==> config.mk <==
export PLATFORM = sky130hd
export DESIGN_NAME = group_match_pipe_flat
export DESIGN_NICKNAME = d
export VERILOG_FILES = /design/src/rtl/group_match_pkg.sv /design/src/rtl/group_match_pipe_if.sv /design/src/rtl/group_classify.sv /design/src/rtl/group_match_pipe.sv /design/src/flat_wrapper.sv
export SDC_FILE = /design/constraint.sdc
export NUM_CORES = 1
export LEC_CHECK = 0
export CAP_MARGIN = 25
export CORE_UTILIZATION = 35
export CTS_BUF_LIST = sky130_fd_sc_hd__clkbuf_16
export CTS_CLUSTER_DIAMETER = 150
export CTS_CLUSTER_SIZE = 14
export DETAILED_ROUTE_END_ITERATION = 10
export PLACE_DENSITY = 0.66
export SYNTH_ARGS = -nofsm -noshare
export SYNTH_HDL_FRONTEND = slang
export SYNTH_SLANG_ARGS = --single-unit
==> constraint.sdc <==
create_clock -name clk -period 3.89 [get_ports clk]
set_clock_uncertainty 0.1 [all_clocks]
set_input_delay 0.5835 -clock clk [delete_from_list [all_inputs] [get_ports clk]]
set_output_delay 0.5835 -clock clk [all_outputs]
set_load 0.05 [all_outputs]
==> src/rtl/group_match_pkg.sv <==
// Shared types and per-group classification functions for the group match pipeline.
package group_match_pkg;

    localparam int unsigned GROUP_W = 5;

    typedef enum logic [1:0] {
        MODE_ANY    = 2'd0,
        MODE_ALL    = 2'd1,
        MODE_THRESH = 2'd2,
        MODE_QUIET  = 2'd3
    } mode_e;

    // ACTIVE flag of one 5-bit group, g[0] is the group LSB.
    function automatic logic grp_h(input logic [GROUP_W-1:0] g);
        return (~g[0] & ((g[1] & ~g[3] & g[4]) | (~g[1] & g[3] & ~g[4])))
             | (g[1] & (g[2] | (g[0] & g[3] & ~g[4])))
             | (g[0] & (g[2] | (~g[1] & ~g[3] & g[4])));
    endfunction

    // QUIET flag of one 5-bit group.
    function automatic logic grp_q(input logic [GROUP_W-1:0] g);
        return ~g[2] & (((g[3] | ~g[4]) & (g[0] ^ g[1])) | ((~g[3] | g[4]) & g[0] & g[1]));
    endfunction

endpackage

==> src/rtl/group_match_pipe_if.sv <==
// Input and result handshakes of group_match_pipe; master drives transactions, slave is the block.
interface group_match_pipe_if #(
    parameter int unsigned NUM_GROUPS = 5
);
    import group_match_pkg::*;

    localparam int unsigned CW = $clog2(NUM_GROUPS + 1);

    logic                          in_valid;
    logic                          in_ready;
    logic [GROUP_W*NUM_GROUPS-1:0] in_data;
    logic [1:0]                    in_mode;
    logic [CW-1:0]                 in_thresh;
    logic                          out_valid;
    logic                          out_ready;
    logic                          out_match;
    logic [CW-1:0]                 out_hcount;

    modport master (
        output in_valid, in_data, in_mode, in_thresh, out_ready,
        input  in_ready, out_valid, out_match, out_hcount
    );

    modport slave (
        input  in_valid, in_data, in_mode, in_thresh, out_ready,
        output in_ready, out_valid, out_match, out_hcount
    );

endinterface

==> src/rtl/group_classify.sv <==
// Combinational classification of one 5-bit group into its ACTIVE and QUIET flags.
module group_classify
    import group_match_pkg::*;
(
    input  logic [GROUP_W-1:0] grp_i,
    output logic               h_o,
    output logic               q_o
);

    always_comb begin
        h_o = grp_h(grp_i);
        q_o = grp_q(grp_i);
    end

endmodule

==> src/rtl/group_match_pipe.sv <==
// Two-stage valid/ready pipeline: classify groups, reduce under the per-transaction mode,
// and keep a saturating count of matching results.
module group_match_pipe
    import group_match_pkg::*;
#(
    parameter int unsigned NUM_GROUPS = 5,
    parameter int unsigned CNT_W      = 16
) (
    input  logic             clk,
    input  logic             rst,
    input  logic             clr_cnt,
    output logic [CNT_W-1:0] hit_count,
    group_match_pipe_if.slave bus
);

    localparam int unsigned CW = $clog2(NUM_GROUPS + 1);

    logic [NUM_GROUPS-1:0] h_vec;
    logic [NUM_GROUPS-1:0] q_vec;

    for (genvar k = 0; k < NUM_GROUPS; k++) begin : g_cls
        group_classify u_cls (
            .grp_i (bus.in_data[GROUP_W*k +: GROUP_W]),
            .h_o   (h_vec[k]),
            .q_o   (q_vec[k])
        );
    end

    logic                  s1_v_q, s1_v_d;
    logic [NUM_GROUPS-1:0] s1_h_q, s1_h_d;
    logic [NUM_GROUPS-1:0] s1_q_q, s1_q_d;
    mode_e                 s1_mode_q, s1_mode_d;
    logic [CW-1:0]         s1_thresh_q, s1_thresh_d;
    logic                  s2_v_q, s2_v_d;
    logic                  match_q, match_d;
    logic [CW-1:0]         hcount_q, hcount_d;
    logic [CNT_W-1:0]      hit_count_q, hit_count_d;

    logic          s1_load, s2_load, in_fire, out_fire, s1_advance;
    logic [CW-1:0] s1_hcount;
    logic          s1_match;

    // S2 frees up when empty or draining; S1 frees up when empty or moving into S2.
    assign s2_load    = ~s2_v_q | bus.out_ready;
    assign s1_load    = ~s1_v_q | s2_load;
    assign in_fire    = bus.in_valid & s1_load;
    assign out_fire   = s2_v_q & bus.out_ready;
    assign s1_advance = s1_v_q & s2_load;

    assign bus.in_ready   = s1_load;
    assign bus.out_valid  = s2_v_q;
    assign bus.out_match  = match_q;
    assign bus.out_hcount = hcount_q;
    assign hit_count      = hit_count_q;

    always_comb begin
        s1_hcount = '0;
        for (int unsigned i = 0; i < NUM_GROUPS; i++) begin
            s1_hcount = s1_hcount + CW'(s1_h_q[i]);
        end
    end

    // Threshold above NUM_GROUPS can never be reached by the popcount, so it never matches.
    always_comb begin
        s1_match = 1'b0;
        unique case (s1_mode_q)
            MODE_ANY:    s1_match = |s1_h_q;
            MODE_ALL:    s1_match = &s1_h_q;
            MODE_THRESH: s1_match = (s1_hcount >= s1_thresh_q);
            MODE_QUIET:  s1_match = ~(|s1_h_q) & (|s1_q_q);
            default:     s1_match = 1'b0;
        endcase
    end

    always_comb begin
        s1_v_d      = s1_load ? in_fire : s1_v_q;
        s1_h_d      = s1_h_q;
        s1_q_d      = s1_q_q;
        s1_mode_d   = s1_mode_q;
        s1_thresh_d = s1_thresh_q;
        if (in_fire) begin
            s1_h_d      = h_vec;
            s1_q_d      = q_vec;
            s1_mode_d   = mode_e'(bus.in_mode);
            s1_thresh_d = bus.in_thresh;
        end

        s2_v_d   = s2_load ? s1_v_q : s2_v_q;
        match_d  = match_q;
        hcount_d = hcount_q;
        if (s1_advance) begin
            match_d  = s1_match;
            hcount_d = s1_hcount;
        end
    end

    always_comb begin
        hit_count_d = hit_count_q;
        if (clr_cnt) begin
            hit_count_d = '0;
        end else if (out_fire && match_q && !(&hit_count_q)) begin
            hit_count_d = hit_count_q + CNT_W'(1);
        end
    end

    always_ff @(posedge clk) begin
        if (rst) begin
            s1_v_q      <= 1'b0;
            s1_h_q      <= '0;
            s1_q_q      <= '0;
            s1_mode_q   <= MODE_ANY;
            s1_thresh_q <= '0;
            s2_v_q      <= 1'b0;
            match_q     <= 1'b0;
            hcount_q    <= '0;
            hit_count_q <= '0;
        end else begin
            s1_v_q      <= s1_v_d;
            s1_h_q      <= s1_h_d;
            s1_q_q      <= s1_q_d;
            s1_mode_q   <= s1_mode_d;
            s1_thresh_q <= s1_thresh_d;
            s2_v_q      <= s2_v_d;
            match_q     <= match_d;
            hcount_q    <= hcount_d;
            hit_count_q <= hit_count_d;
        end
    end

endmodule
==> src/flat_wrapper.sv <==
// flat-port wrapper written by rule: the top's interface ports become plain ports
module group_match_pipe_flat import group_match_pkg::*;
#(
    parameter int unsigned NUM_GROUPS = 5,
    parameter int unsigned CNT_W      = 16
)
  (clk, rst, clr_cnt, hit_count, bus_in_valid, bus_in_data, bus_in_mode, bus_in_thresh, bus_out_ready, bus_in_ready, bus_out_valid, bus_out_match, bus_out_hcount);
  group_match_pipe_if #(.NUM_GROUPS(NUM_GROUPS)) bus_i ();
  input  logic clk;
  input  logic rst;
  input  logic clr_cnt;
  output logic [CNT_W-1:0] hit_count;
  input wire logic [$bits(bus_i.in_valid)-1:0] bus_in_valid;
  input wire logic [$bits(bus_i.in_data)-1:0] bus_in_data;
  input wire logic [$bits(bus_i.in_mode)-1:0] bus_in_mode;
  input wire logic [$bits(bus_i.in_thresh)-1:0] bus_in_thresh;
  input wire logic [$bits(bus_i.out_ready)-1:0] bus_out_ready;
  output wire logic [$bits(bus_i.in_ready)-1:0] bus_in_ready;
  output wire logic [$bits(bus_i.out_valid)-1:0] bus_out_valid;
  output wire logic [$bits(bus_i.out_match)-1:0] bus_out_match;
  output wire logic [$bits(bus_i.out_hcount)-1:0] bus_out_hcount;
  assign bus_i.in_valid = bus_in_valid;
  assign bus_i.in_data = bus_in_data;
  assign bus_i.in_mode = bus_in_mode;
  assign bus_i.in_thresh = bus_in_thresh;
  assign bus_i.out_ready = bus_out_ready;
  assign bus_in_ready = bus_i.in_ready;
  assign bus_out_valid = bus_i.out_valid;
  assign bus_out_match = bus_i.out_match;
  assign bus_out_hcount = bus_i.out_hcount;
  group_match_pipe #(.NUM_GROUPS(NUM_GROUPS), .CNT_W(CNT_W)) u_core (.clk(clk), .rst(rst), .clr_cnt(clr_cnt), .hit_count(hit_count), .bus(bus_i));
endmodule
==> flow_metrics.env, run 1 <==
export IMPL_status="finished, final reports clean"
export IMPL_die_area_um2=6480
export IMPL_dp_cells=388
export IMPL_crit_slowest_cell="sky130_fd_sc_hd__fa_1"
export IMPL_i_o_pin_count=57
export IMPL_floorplan_rows=28
export IMPL_period_minus_slack_ns=3.09
export IMPL_cts_num_sinks=37
export IMPL_predominant_post_synthesis_flop_cell="sky130_fd_sc_hd__dfxtp_1"
export IMPL_rsz0062_at_grt="false"
export IMPL_grt_first_pass_wirelength_um=8420
export IMPL_clk_root_buffer_cell="sky130_fd_sc_hd__clkbuf_16"
export IMPL_place_congestion=0.827
export IMPL_cts_htree_levels=2
export IMPL_met2_wirelength_um=2490
export IMPL_avgViaCountPerCell=5.28
export IMPL_drt_iter0_markers=45
export IMPL_cp_arrival_ns=3.20
export IMPL_routed_wl_met3_um=181
export IMPL_ant_nets_after_route=0
export IMPL_finalInstanceArea_um2=2980
export IMPL_cp_slowest_stage_delay_ns=0.49
export IMPL_ys_warn_count=0
export IMPL_critical_path_top_cell_by_count="sky130_fd_sc_hd__inv_1"
export IMPL_dieHeight_um=80.5
export IMPL_first_global_vias=2017
export IMPL_layout_drive_gt1_share_pct=5.90
export IMPL_flow_area_growth_from_synthesis_pct=38.2
export IMPL_placement_cell_area_um2=2780
export IMPL_portBuffers=56
export IMPL_postCtsResizedCells=0
export IMPL_num_antenna_cells=0
export IMPL_netlist_instances=263
export IMPL_crit_fanout=3
export IMPL_initial_utilization_pct=36.4
export IMPL_final_hold_violation_count=0
export IMPL_first_pass_iters=4
export IMPL_timing_worst_slew_pin_value_ns=0.516
export IMPL_dpl_hpwl_um=3690
export IMPL_yosysSeqAreaShare_pct=34.4
export IMPL_synth_avg_cell_area_um2=8.20
export IMPL_final_common_cell="sky130_fd_sc_hd__clkdlybuf4s50_1"
export IMPL_async_reset_ff_share_pct=0
export IMPL_worstSetupStartpointType="flip-flop"
export IMPL_post_cts_buffers=0
export IMPL_timing_final_setup_violations=0
export IMPL_clkLatencyLatePin_ns=0.28
export IMPL_report_power_total_mw=1.10
export IMPL_setup_worst_path_class="flip-flop to flip-flop"
export IMPL_clkTransAtPathRegs_ns=0.06
export IMPL_grt_max_degree=25
export IMPL_met1Wirelength_um=2100
export IMPL_ys_seq_elements=37
export IMPL_cts_hold_repair_buffers=0
export IMPL_grt_overflow_total=0
export IMPL_drcViolationCount=0
export IMPL_wl_per_cell_um=12.3
export IMPL_final_hold_slack_ns=0.352
export IMPL_timing_critical_path_cells="inv_1 > ha_1 > inv_1 > fa_1 > inv_1 > ha_1 > inv_1 > fa_1 > inv_1 > ha_1 > a211oi_1 > or4b_1 > a31oi_1"
export IMPL_maxUsedRoutingLayer="met4"
export IMPL_grt_total_usage_pct=16.7
export IMPL_core_area_um2=5920
export IMPL_preCtsSetupSlack_ns=0.798
export IMPL_grt_antenna_before_repair=0
export IMPL_worst_slack_ns=0.801
export IMPL_peakVddDrop_mv=0.189
export IMPL_final_max_slew_viol_count=0
export IMPL_crit_path_end_kind="flip-flop"
export IMPL_mappedNetlistNets=307
export IMPL_synth_cell_types=49
export IMPL_timing_critical_path_required_ns=4.01
export IMPL_die_width_um=80.5
export IMPL_design_final_nets=365
export IMPL_totalNegativeSetupSlack_ns=0
export IMPL_cap_viol_max_count=0
export IMPL_power_leakage_nw=1.13
export IMPL_slew_headroom_pct=65.5
export IMPL_drt_total_wl_um=4880
export IMPL_critPathBufInv=5
export IMPL_synth_enable_flop_cells=0
export IMPL_num_vias=2097
export IMPL_p_per_area_nw_per_um2=368
export IMPL_buffer_depth_of_the_longest_clock_path=2
export IMPL_timing_critical_path_max_delay_family="adder cells"
export IMPL_most_common_layout_cells="sky130_fd_sc_hd__clkdlybuf4s50_1, sky130_fd_sc_hd__dfxtp_1, sky130_fd_sc_hd__nand2_1"
export IMPL_fmax_ghz=0.324
export IMPL_post_route_period_util_pct=79.4
export IMPL_post_synthesis_instance_area_um2=2160
export IMPL_instances_no_fill=397
export IMPL_cts_buffers_inserted=5
export IMPL_tritoncts="built"
export IMPL_hold_path_class="flip-flop to flip-flop"
export IMPL_finish_utilization_pct=50.3
==> tightest hold or removal path: stages, from the launching register on <==
cell and delay (ns):
sky130_fd_sc_hd__dfxtp_1 0.30, sky130_fd_sc_hd__nand2_1 0.05, sky130_fd_sc_hd__a21oi_1 0.05
==> path summary, 6_finish.rpt <==
path              cells after the start               endpoint  slack [ns]                  start
hold reg to reg                       2  u_core.s1_thresh_q[2]        0.35  u_core.s1_thresh_q[2]
setup / recovery                     13   u_core.bus.out_match        0.80       u_core.s1_h_q[0]
setup reg to reg                     13   u_core.bus.out_match        0.80       u_core.s1_h_q[0]
hold / removal                        2  u_core.s1_thresh_q[2]        0.35  u_core.s1_thresh_q[2]
==> synthesized netlist by cell type (all sizes together), types with 5 or more instances <==
master,number,share of area [%]
a2111o,5,2.6
a21oi,24,5.6
a311oi,5,2.0
clkbuf,5,0.87
dfxtp,37,34
ha,7,4.1
inv,17,3.0
mux2i,8,3.7
nand2,34,5.9
nand2b,11,3.2
nand4,9,3.6
nor2,23,4.0
o21ai,9,2.1
o21bai,6,2.1
o22ai,5,1.5
or3,5,1.5
==> routing by layer <==
layer / vias to the layer above / GRT usage [%]
met2: 42 / 31.6
met3: 11 / 3.86
met5: - / 0
li1: 1084 / -
met1: 960 / 17.3
met4: 0 / 7.14
==> state kept, by name, indices dropped and copies added, names as in the netlist <==
| register | count |
|---|---|
| u_core.bus.out_hcount | 3 |
| u_core.s1_q_q | 5 |
| u_core.bus.out_valid | 1 |
| u_core.s1_mode_q | 2 |
| u_core.s1_thresh_q | 3 |
| u_core.bus.out_match | 1 |
| u_core.s1_h_q | 5 |
| u_core.hit_count | 16 |
| u_core.s1_v_q | 1 |
==> cell type report <==
cell class,instances,area [um^2]
inverter,17,63.8
fill,574,2940
timing repair buffer,58,576
clock inverter,3,65.1
tap,75,93.8
clock buffer,5,125
multi-input combinational,202,1320
sequential,37,741
==> cell families (layout without fill, tap and decap cells) <==
family,Yosys count,count (layout),share of synthesized area [%]
muxes,8,8,3.71
AOI/OAI and AO/OA,74,74,23.4
buffers and inverters,24,83,4.58
DFF,37,37,34.4
adders and majority gates,9,9,5.92
xor gates and xnor gates,2,2,0.813
and+or+nand+nor,109,109,27.2
==> where the power goes <==
| group | switching (mW) | internal, mW |
|---|---|---|
| Sequential | 0.0112 | 0.394 |
| Clock | 0.157 | 0.366 |
| Combinational | 0.0852 | 0.0823 |
Note: power is estimated with default switching activity, not from simulation.
==> run 2: changes to the inputs <==
PLACE_DENSITY = 0.68   (was 0.66)
clock period = 2.68 ns   (was 3.89 ns; I/O delays follow)
==> flow_metrics.env, run 2 (synthesized netlist as in run 1, its figures left out) <==
export IMPL_cp_slowest_stage_delay_ns=0.50
export IMPL_clkTransAtPathRegs_ns=0.05
export IMPL_timing_critical_path_max_delay_family="adder cells"
export IMPL_rsz0062_at_grt="true"
export IMPL_cap_viol_max_count=0
export IMPL_violations="setup timing"
export IMPL_cp_arrival_ns=3.16
export IMPL_buffer_depth_of_the_longest_clock_path=2
export IMPL_first_pass_iters=6
export IMPL_setup_worst_path_class="flip-flop to flip-flop"
export IMPL_die_width_um=80.5
export IMPL_p_per_area_nw_per_um2=467
export IMPL_drt_total_wl_um=4840
export IMPL_final_hold_slack_ns=0.355
export IMPL_cp_depth=13
export IMPL_crit_fanout=2
export IMPL_worst_r2r_cell_count=13
export IMPL_timing_worst_slew_pin_value_ns=0.536
export IMPL_grt_antenna_before_repair=0
export IMPL_clk_root_buffer_cell="sky130_fd_sc_hd__clkbuf_16"
export IMPL_timing_critical_path_required_ns=2.79
export IMPL_drt_iter0_markers=74
export IMPL_hold_path_class="flip-flop to flip-flop"
export IMPL_ant_nets_after_route=0
export IMPL_grt_first_pass_wirelength_um=8070
export IMPL_num_antenna_cells=0
export IMPL_worst_hold_startpoint="u_core.s1_q_q[4]"
export IMPL_portBuffers=56
export IMPL_num_fill_cells=578
export IMPL_peakVddDrop_mv=0.329
export IMPL_crit_path_end_kind="flip-flop"
export IMPL_first_global_vias=1911
export IMPL_grt_total_usage_pct=16.0
export IMPL_avgViaCountPerCell=5.29
export IMPL_core_area_um2=5920
export IMPL_grt_overflow_total=0
export IMPL_report_power_total_mw=1.39
export IMPL_timing_final_setup_violations=1
export IMPL_design_final_nets=371
export IMPL_final_common_cell="sky130_fd_sc_hd__clkdlybuf4s50_1"
export IMPL_slew_headroom_pct=64.2
export IMPL_worst_r2r_startpoint="u_core.s1_h_q[0]"
export IMPL_clkLatencyLatePin_ns=0.28
export IMPL_tritoncts="built"
export IMPL_postCtsResizedCells=0
export IMPL_grt_max_degree=24
export IMPL_critical_path_top_cell_by_count="sky130_fd_sc_hd__inv_1"
export IMPL_place_congestion=0.776
export IMPL_cts_num_sinks=37
export IMPL_crit_slowest_cell="sky130_fd_sc_hd__fa_1"
export IMPL_min_to="u_core.s1_q_q[4]"
export IMPL_cts_buffers_inserted=5
export IMPL_floorplan_rows=28
export IMPL_dpl_hpwl_um=3700
export IMPL_dp_cells=395
export IMPL_post_route_period_util_pct=114
export IMPL_num_vias=2128
export IMPL_drcViolationCount=0
export IMPL_dieHeight_um=80.5
export IMPL_timing_critical_path_cells="inv_1 > ha_1 > inv_1 > fa_1 > inv_1 > ha_1 > inv_1 > fa_1 > inv_1 > ha_1 > a211oi_1 > or4b_1 > a31oi_1"
export IMPL_power_leakage_nw=1.13
export IMPL_wl_per_cell_um=12.0
export IMPL_most_common_layout_cells="sky130_fd_sc_hd__clkdlybuf4s50_1, sky130_fd_sc_hd__dfxtp_1, sky130_fd_sc_hd__nand2_1"
export IMPL_hold_path_cell_count=2
export IMPL_instances_no_fill=402
export IMPL_fmax_ghz=0.328
export IMPL_critPathBufInv=5
export IMPL_cts_htree_levels=2
export IMPL_flow_area_growth_from_synthesis_pct=37.7
export IMPL_number_of_flip_flops_in_the_largest_register=16
export IMPL_worstSetupStartpoint="u_core.s1_h_q[0]"
export IMPL_reg2reg_setup_slack_ns=-0.37
export IMPL_worst_slack_ns=-0.370
export IMPL_final_hold_violation_count=0
export IMPL_period_minus_slack_ns=3.05
export IMPL_layout_drive_gt1_share_pct=7.65
export IMPL_final_max_slew_viol_count=0
export IMPL_timing_rr_end="u_core.bus.out_match"
export IMPL_i_o_pin_count=57
export IMPL_initial_utilization_pct=36.4
export IMPL_status="complete, but fails checks"
export IMPL_worstSetupStartpointType="flip-flop"
export IMPL_die_area_um2=6480
==> run 2: power breakdown <==
group	internal (mW)	total, mW	switching (mW)
Clock	0.332	0.547	0.214
Sequential	0.572	0.586	0.0136
Combinational	0.127	0.253	0.126
Total	1.03	1.39	0.354
==> run 2: area by class of cell <==
| cell class | count | area (um^2) | area share [%] |
|---|---|---|---|
| multi-input cells | 202 | 1320 | 44.4 |
| flip-flops and latches | 37 | 743 | 25.0 |
| repair buffers | 64 | 618 | 20.8 |
| clock buffers | 5 | 125 | 4.22 |
| well taps | 75 | 93.8 | 3.16 |
| inverters | 17 | 63.8 | 2.15 |
| clock inverters | 2 | 7.51 | 0.253 |
==> run 2: through the flow <==
stage / setup slack [ns] / setup TNS [ns] / utilization (%) / area [um^2]
3_3_place_gp: -0.306 / -0.306 / 47.9 / 2840
2_1_floorplan: -0.259 / -0.259 / - / 2160
6_report: -0.370 / -0.370 / 50.1 / 2970
5_1_grt: -0.538 / -0.538 / 50.1 / 2970
4_1_cts: -0.400 / -0.400 / 50.1 / 2970
3_5_place_dp: -0.377 / -0.377 / 47.9 / 2840
==> run 2: worst max-delay path by stage <==
stage	to	slack [ns]
after CTS	u_core.bus.out_match	-0.40
final	u_core.bus.out_match	-0.37
after floorplan	u_core.bus.out_match	-0.26
after global placement	u_core.bus.out_match	-0.31
after global routing	u_core.bus.out_match	-0.54
after detailed placement	u_core.bus.out_match	-0.38
==> run 2: worst min-delay path: cells and delay by family, from the launching register on <==
family | cells | cell delay (ns)
and+or+nand+nor | 1 | 0.05
AOI/OAI and AO/OA | 1 | 0.05
DFF | 1 | 0.31
==> run 2: timing repair <==
item / in CTS / in global routing
endpoints found under the hold margin: 0 / 0
setup endpoints to repair: 1 / 1
hold buffers: 0 / 0
setup buffers: 0 / 0
==> run 2: per-layer routing <==
metal / GRT usage (%) / wire [um]
met2: 29.7 / 2400
met1: 17.0 / 2160
met3: 4.89 / 205
met4: 5.18 / 72
met5: 0 / 0
==> run 3: changes to the inputs <==
GPL_TIMING_DRIVEN = 0   (was unset)
==> flow_metrics.env, run 3 (synthesized netlist as in run 1, its figures left out) <==
export IMPL_status="complete, but fails checks"
export IMPL_violations="setup timing"
export IMPL_cts_num_sinks=37
export IMPL_hold_path_class="flip-flop to flip-flop"
export IMPL_cts_buffers_inserted=5
export IMPL_layout_area_seq_um2=743
export IMPL_clk_root_buffer_cell="sky130_fd_sc_hd__clkbuf_16"
export IMPL_cts_htree_levels=2
export IMPL_final_max_slew_viol_count=0
export IMPL_portBuffers=56
export IMPL_hold_path_cell_count=2
export IMPL_flow_area_growth_from_synthesis_pct=36.6
export IMPL_gr_usage_met2_pct=30.8
export IMPL_dieHeight_um=80.5
export IMPL_avgViaCountPerCell=5.30
export IMPL_cts_hold_repair_buffers=0
export IMPL_die_width_um=80.5
export IMPL_core_area_um2=5920
export IMPL_period_minus_slack_ns=3.10
export IMPL_initial_utilization_pct=36.4
export IMPL_post_route_period_util_pct=116
export IMPL_most_crowded_layer_after_global_routing="met2"
export IMPL_tritoncts="built"
export IMPL_cap_viol_max_count=0
export IMPL_drcViolationCount=0
export IMPL_timing_worst_slew_pin_value_ns=0.588
export IMPL_report_power_total_mw=1.38
export IMPL_grt_overflow_total=0
export IMPL_reg2reg_setup_slack_ns=-0.42
export IMPL_timing_final_setup_violations=1
export IMPL_final_hold_violation_count=0
export IMPL_worst_r2r_startpoint="u_core.s1_h_q[0]"
export IMPL_setup_worst_path_class="flip-flop to flip-flop"
export IMPL_num_vias=2127
export IMPL_min_to="u_core.s1_q_q[3]"
export IMPL_worst_slack_ns=-0.421
export IMPL_i_o_pin_count=57
export IMPL_final_common_cell="sky130_fd_sc_hd__clkdlybuf4s50_1"
export IMPL_place_congestion=0.812
export IMPL_floorplan_rows=28
export IMPL_crit_fanout=3
export IMPL_fmax_ghz=0.322
export IMPL_postCtsResizedCells=0
export IMPL_die_area_um2=6480
export IMPL_clkTransAtPathRegs_ns=0.05
export IMPL_p_per_area_nw_per_um2=468
export IMPL_first_pass_iters=4
export IMPL_grt_util_met1_pct=18.1
export IMPL_buffer_depth_of_the_longest_clock_path=2
export IMPL_grt_first_pass_wirelength_um=8330
export IMPL_dpl_hpwl_um=3930
export IMPL_layout_drive_gt1_share_pct=5.52
export IMPL_number_of_flip_flops_in_the_largest_register=16
export IMPL_grt_total_usage_pct=16.6
export IMPL_drt_iter0_markers=63
export IMPL_use_met3_pct=4.09
export IMPL_ant_nets_after_route=0
export IMPL_timing_critical_path_required_ns=2.79
export IMPL_rsz0062_at_grt="true"
export IMPL_grt_antenna_before_repair=0
export IMPL_crit_path_end_kind="flip-flop"
export IMPL_final_hold_slack_ns=0.354
export IMPL_design_final_nets=370
export IMPL_slew_headroom_pct=60.5
export IMPL_grt_max_degree=11
export IMPL_power_leakage_nw=1.11
export IMPL_drt_total_wl_um=5070
export IMPL_most_common_layout_cells="sky130_fd_sc_hd__clkdlybuf4s50_1, sky130_fd_sc_hd__dfxtp_1, sky130_fd_sc_hd__nand2_1"
export IMPL_worstSetupStartpointType="flip-flop"
export IMPL_timing_rr_end="u_core.bus.out_match"
export IMPL_post_cts_buffers=0
export IMPL_num_antenna_cells=0
export IMPL_finish_utilization_pct=49.7
export IMPL_worst_hold_startpoint="u_core.s1_q_q[3]"
export IMPL_cp_arrival_ns=3.21
export IMPL_worst_r2r_cell_count=13
export IMPL_wl_per_cell_um=12.6
export IMPL_first_global_vias=1938
export IMPL_num_fill_cells=573
export IMPL_clkLatencyLatePin_ns=0.28
export IMPL_peakVddDrop_mv=0.297
export IMPL_multiInputGateArea_um2=1320
## run 3: layout make-up
cell class / count / area share [%]
Sequential cell: 37 / 25.2
Inverter: 17 / 2.17
Buffer: 7 / 1.19
Multi-Input combinational cell: 202 / 44.7
Tap cell: 75 / 3.19
Clock inverter: 2 / 0.255
Timing Repair Buffer: 56 / 19.0
Clock buffer: 5 / 4.25
## run 3: what timing repair did
item	CTS	global route
setup endpoints to repair	1	1
gates cloned	0	0
pin swaps	0	1
## run 3: worst max-delay path, cell delays in order (launching register included)
cell	delay [ns]
sky130_fd_sc_hd__dfxtp_2	0.33
sky130_fd_sc_hd__inv_1	0.04
sky130_fd_sc_hd__ha_1	0.28
sky130_fd_sc_hd__inv_1	0.07
sky130_fd_sc_hd__fa_1	0.41
sky130_fd_sc_hd__inv_1	0.07
sky130_fd_sc_hd__ha_1	0.13
sky130_fd_sc_hd__inv_1	0.05
sky130_fd_sc_hd__fa_1	0.50
sky130_fd_sc_hd__inv_1	0.05
sky130_fd_sc_hd__ha_1	0.27
sky130_fd_sc_hd__a211oi_1	0.06
sky130_fd_sc_hd__or4b_1	0.51
sky130_fd_sc_hd__a31oi_1	0.16
## run 3: metal layers
layer	vias up	wire length, um
li1	1090	-
met1	978	2240
met2	56	2550
met3	3	243
met4	0	36
met5	-	0
## run 3: worst max-delay path by stage
stage	start	to	slack (ns)	cells past startpoint
3_5_place_dp	u_core.s1_h_q[0]	u_core.bus.out_match	-0.40	13
6_report	u_core.s1_h_q[0]	u_core.bus.out_match	-0.42	13
5_1_grt	u_core.s1_h_q[0]	u_core.bus.out_match	-0.57	13
2_1_floorplan	u_core.s1_h_q[0]	u_core.bus.out_match	-0.26	13
4_1_cts	u_core.s1_h_q[0]	u_core.bus.out_match	-0.43	13
3_3_place_gp	u_core.s1_h_q[0]	u_core.bus.out_match	-0.38	13
## run 3: where the power goes
part	leakage (nW)	total (mW)	switching, mW	internal (mW)
Sequential	0.303	0.589	0.0161	0.573
Combinational	0.740	0.251	0.128	0.122
Clock	0.0685	0.540	0.208	0.332
Total	1.11	1.38	0.352	1.03
## run 3: through the flow
step	TNS [ns]	cells	setup WS, ns	cell area [um^2]
floorplan	-0.259	263	-0.259	2160
global placement	-0.383	394	-0.383	2810
detailed placement	-0.401	394	-0.401	2810
CTS	-0.433	401	-0.433	2950
global route	-0.574	401	-0.574	2950
finish	-0.421	401	-0.421	2950
